==> src/rtl/axis_fifo_buffer.sv <==
// First-word-fall-through AXI-stream FIFO with TLAST, packet count
// and almost-full status; level, not pointer compare, tells full from empty.
module axis_fifo_buffer #(
  parameter int N                  = 4,
  parameter int DATA_WIDTH         = 8,
  parameter int DEPTH              = 8,
  parameter int ALMOST_FULL_THRESH = 6,
  localparam int W                 = N * DATA_WIDTH,
  localparam int CW                = $clog2(DEPTH) + 1
) (
  input  logic          clk,
  input  logic          reset,
  input  logic          flush,
  input  logic [W-1:0]  s_tdata,
  input  logic          s_tlast,
  input  logic          s_tvalid,
  output logic          s_tready,
  output logic [W-1:0]  m_tdata,
  output logic          m_tlast,
  output logic          m_tvalid,
  input  logic          m_tready,
  output logic [CW-1:0] level,
  output logic          almost_full,
  output logic          empty,
  output logic [CW-1:0] pkt_count
);

  localparam int AW = $clog2(DEPTH);
  localparam logic [CW-1:0] FULL_LVL = CW'(DEPTH);
  localparam logic [CW-1:0] AF_LVL   = CW'(ALMOST_FULL_THRESH);

  logic [W:0]    mem_q [DEPTH];
  logic [AW-1:0] wr_ptr_q, wr_ptr_d;
  logic [AW-1:0] rd_ptr_q, rd_ptr_d;
  logic [CW-1:0] level_q, level_d;
  logic [CW-1:0] pkt_q, pkt_d;
  logic          push, pop;
  logic          pkt_in, pkt_out;

  assign s_tready    = (level_q != FULL_LVL);
  assign m_tvalid    = (level_q != '0);
  assign {m_tlast, m_tdata} = mem_q[rd_ptr_q];
  assign level       = level_q;
  assign pkt_count   = pkt_q;
  assign empty       = (level_q == '0);
  assign almost_full = (level_q >= AF_LVL);

  assign push    = s_tvalid && s_tready;
  assign pop     = m_tvalid && m_tready;
  assign pkt_in  = push && s_tlast;
  assign pkt_out = pop && m_tlast;

  always_comb begin
    wr_ptr_d = wr_ptr_q;
    rd_ptr_d = rd_ptr_q;
    level_d  = level_q;
    pkt_d    = pkt_q;
    if (flush) begin
      wr_ptr_d = '0;
      rd_ptr_d = '0;
      level_d  = '0;
      pkt_d    = '0;
    end else begin
      if (push) wr_ptr_d = wr_ptr_q + AW'(1);
      if (pop)  rd_ptr_d = rd_ptr_q + AW'(1);
      if (push && !pop) level_d = level_q + CW'(1);
      if (pop && !push) level_d = level_q - CW'(1);
      if (pkt_in && !pkt_out) pkt_d = pkt_q + CW'(1);
      if (pkt_out && !pkt_in) pkt_d = pkt_q - CW'(1);
    end
  end

  always_ff @(posedge clk) begin
    if (!reset) begin
      wr_ptr_q <= '0;
      rd_ptr_q <= '0;
      level_q  <= '0;
      pkt_q    <= '0;
    end else begin
      wr_ptr_q <= wr_ptr_d;
      rd_ptr_q <= rd_ptr_d;
      level_q  <= level_d;
      pkt_q    <= pkt_d;
    end
  end

  // Storage is never cleared; only the pointers and level define contents.
  always_ff @(posedge clk) begin
    if (reset && !flush && push)
      mem_q[wr_ptr_q] <= {s_tlast, s_tdata};
  end

endmodule

==> config.mk <==
export PLATFORM = sky130hd
export DESIGN_NAME = axis_fifo_buffer
export DESIGN_NICKNAME = d
export VERILOG_FILES = /design/src/rtl/axis_fifo_buffer.sv
export SDC_FILE = /design/constraint.sdc
export NUM_CORES = 1
export LEC_CHECK = 0
export ABC_AREA = 1
export BUFFER_PORTS_ARGS = -buffer_cell sky130_fd_sc_hd__buf_2
export CAP_MARGIN = 20
export CORE_MARGIN = 1.5
export CORE_UTILIZATION = 45
export CTS_CLUSTER_SIZE = 14
export DETAILED_ROUTE_END_ITERATION = 10
export PLACE_DENSITY_LB_ADDON = 0.12
export SLEW_MARGIN = 40
export SYNTH_ARGS = -nofsm -noshare
export SYNTH_HDL_FRONTEND = slang
export SYNTH_SLANG_ARGS = --single-unit
==> constraint.sdc <==
create_clock -name clk -period 10 [get_ports clk]
set_clock_uncertainty 0.05 [all_clocks]
set_input_delay 1 -clock clk [delete_from_list [all_inputs] [get_ports clk]]
set_output_delay 1 -clock clk [all_outputs]
set_load 0.03 [all_outputs]
==> metrics <==
chip width=160.5 um; RD Place Congestion=0.7382; drt first pass iters=5; status=finished clean; Synth Instances=884; io pins=83; Core ar.=24320 um2; Layout fillers=2103; met3 usage=0.02583; Syn-to-layout area delta=14.26%; Yosys Warn Count=0; DRC errors left=0; M2 GR Usage=0.3103; Arr. time, crit path=2960 ps; GR Util met1=0.2617; initial DRC count=533; commonest non-fill, non-tap cells in the layout=edfxtp_1 (264), nor2_1 (144), nand2_1 (121), o21ai_0 (113), buf_2 (82); P per Cell Area=199.4 nW/um2; startpoint types=flop; Final Hold Fails=0; antenna violations before repair=0; CTS max path bufs=3; first-pass GRT wire length=37560 um; Peak VDD IR=0.1420 mV; die area=25750 um2; TritonCTS Sinks=281; busiest grt layer=met2; Finish-stage setup viols=0; Avg Inst Size Synth=12.62 um2; vias in the first global route=6761; multi-input logic area=2516 um2; H-Tree Depth=1; Chip Height=160.5 um; Leak=4.545 nW; wire per inst=18.29 um; wirelength, routed=23910 um; Routed Antenna Nets=0; crit share post-route=0.4011; layout cells sized above 1=0.1567; cts bufs inserted=29; data required time of the critical path=8950 ps; Hold Slack=440.3 ps; synth unique cells=26; Vias=6882; root buffer cell=clkbuf_16; MaxCap Viol Count=0; Final nets=1007; FF/Latch Area=8277 um2; worst-skew pair later-pin latency=550 ps; global route overflow=0; cts hold-fix bufs=0; Antenna diodes=0; CTS resizes=0; Critical Path End Type=output port; Seq/Total Area, Yosys=0.7410; Yosys reg bits=281; final slew viol count=0; synthesized area=11160 um2; largest net degree at the start of global routing=133; Fmax=0.2493 GHz; clock-pin slew on the worst setup and hold paths=60 ps; CTS tree=done; Site Rows=57; DR vias/cell=5.265; worst-margin pin slew=814.9 ps; final setup TNS=0 ps; Tmin final=4011 ps; worst min path class=reg2reg; Port Buffer Count=82; Global Route Usage Sum=0.1872; commonest non-fill, non-tap cell in the layout=edfxtp_1; Syn Nets=931; critical path type=reg2out; RSZ-0062 raised after global routing=no; CP max FO=66; slew margin rel.=0.4568; Post-CTS Repair Setup Buffers=0; Initial Utilization=0.4588; HPWL after DPL=12550 um
-- through the flow --
stage	area (um2)	util	cells	total power, W	worst slack, ps
4_1_cts	12740	0.5240	1307	0.002567	5925
3_3_place_gp	11800	0.4853	1251	0.001558	6239
2_1_floorplan	11160	-	884	0.001491	5856
3_5_place_dp	11860	0.4875	1253	0.001558	6257
5_1_grt	12750	0.5243	1307	0.002640	5738
6_report	12750	0.5243	1307	0.002542	5989
-- path summary, 6_finish.rpt --
check	depth (start not counted)	slack, ps	endpoint	from
max	8	5990	m_tdata[2]	flop
min	1	440	pkt_count[0]$_SDFFE_PP0P_	pkt_count[0]$_SDFFE_PP0P_
max reg2reg	13	6550	pkt_count[2]$_SDFFE_PP0P_	flop
min reg2reg	1	440	pkt_count[0]$_SDFFE_PP0P_	pkt_count[0]$_SDFFE_PP0P_
-- power by group --
part	internal [W]	switching [W]
combinational	0.0000631	0.000161
sequential	0.00130	0.0000111
clock	0.000580	0.000430
total	0.00194	0.000602
-- state kept, by name, indices dropped and copies added, names as in the netlist, named ones only --
name and cells:
rd_ptr_q 3, mem_q 264, level 4, wr_ptr_q 3, pkt_count 4
-- kinds of logic (layout without fill, tap and decap cells) --
logic type               Yosys count  count (layout)  share of synthesized area
XOR/XNOR                           4               4                   0.003139
adder cells (fa/ha/maj)            9               9                    0.01077
AND/OR/NAND/NOR                  283             283                    0.09700
AO/OA/AOI/OAI                    226             226                     0.1090
flip-flops                       281             281                     0.7410
buffers and inverters             81             180                    0.03913
-- critical path, stage by stage (launching register included) --
cell and delay (ps):
dfxtp_2 310, buf_4 340, inv_2 400, buf_4 570, o21ai_0 190, o22ai_1 180
nand2_1 100, nand2_1 100, buf_2 200
-- per-layer routing --
metal  vias to the layer above  part of all wire
met5                         -                 0
met3                        37             0.037
met2                       124              0.48
met1                      3373              0.47
met4                         0             0.019
li1                       3348                 -
-- synthesized netlist by cell type --
cell type / n / area [um2]
clkbuf_2: 6 / 30.03
edfxtp_1: 264 / 7928
xnor2_1: 4 / 35.03
buf_6: 11 / 123.9
nand3_1: 7 / 35.03
nor3_1: 5 / 25.02
nand2_1: 121 / 454.2
ha_1: 8 / 100.1
nor2_1: 148 / 555.5
buf_1: 4 / 15.01
dfxtp_1: 17 / 340.3
nand2_2: 1 / 6.260
inv_6: 1 / 8.760
a21oi_1: 12 / 60.06
buf_2: 15 / 75.07
o22ai_1: 65 / 406.6
clkbuf_1: 12 / 45.04
and3_1: 1 / 6.260
o21ai_0: 113 / 565.5
o21ai_1: 35 / 175.2
buf_4: 2 / 15.01
inv_1: 27 / 101.4
fa_1: 1 / 20.02
buf_8: 1 / 15.01
inv_2: 2 / 7.510
a21oi_2: 1 / 8.760
-- layout make-up --
type | count | share of cell area
timing repair buffer | 96 | 0.04259
inverter | 30 | 0.009421
clock inverter | 21 | 0.01158
tap | 324 | 0.03180
sequential | 281 | 0.6492
clock buffer | 33 | 0.05810
multi-input combinational | 522 | 0.1974
(Power assumes the default switching activity.)
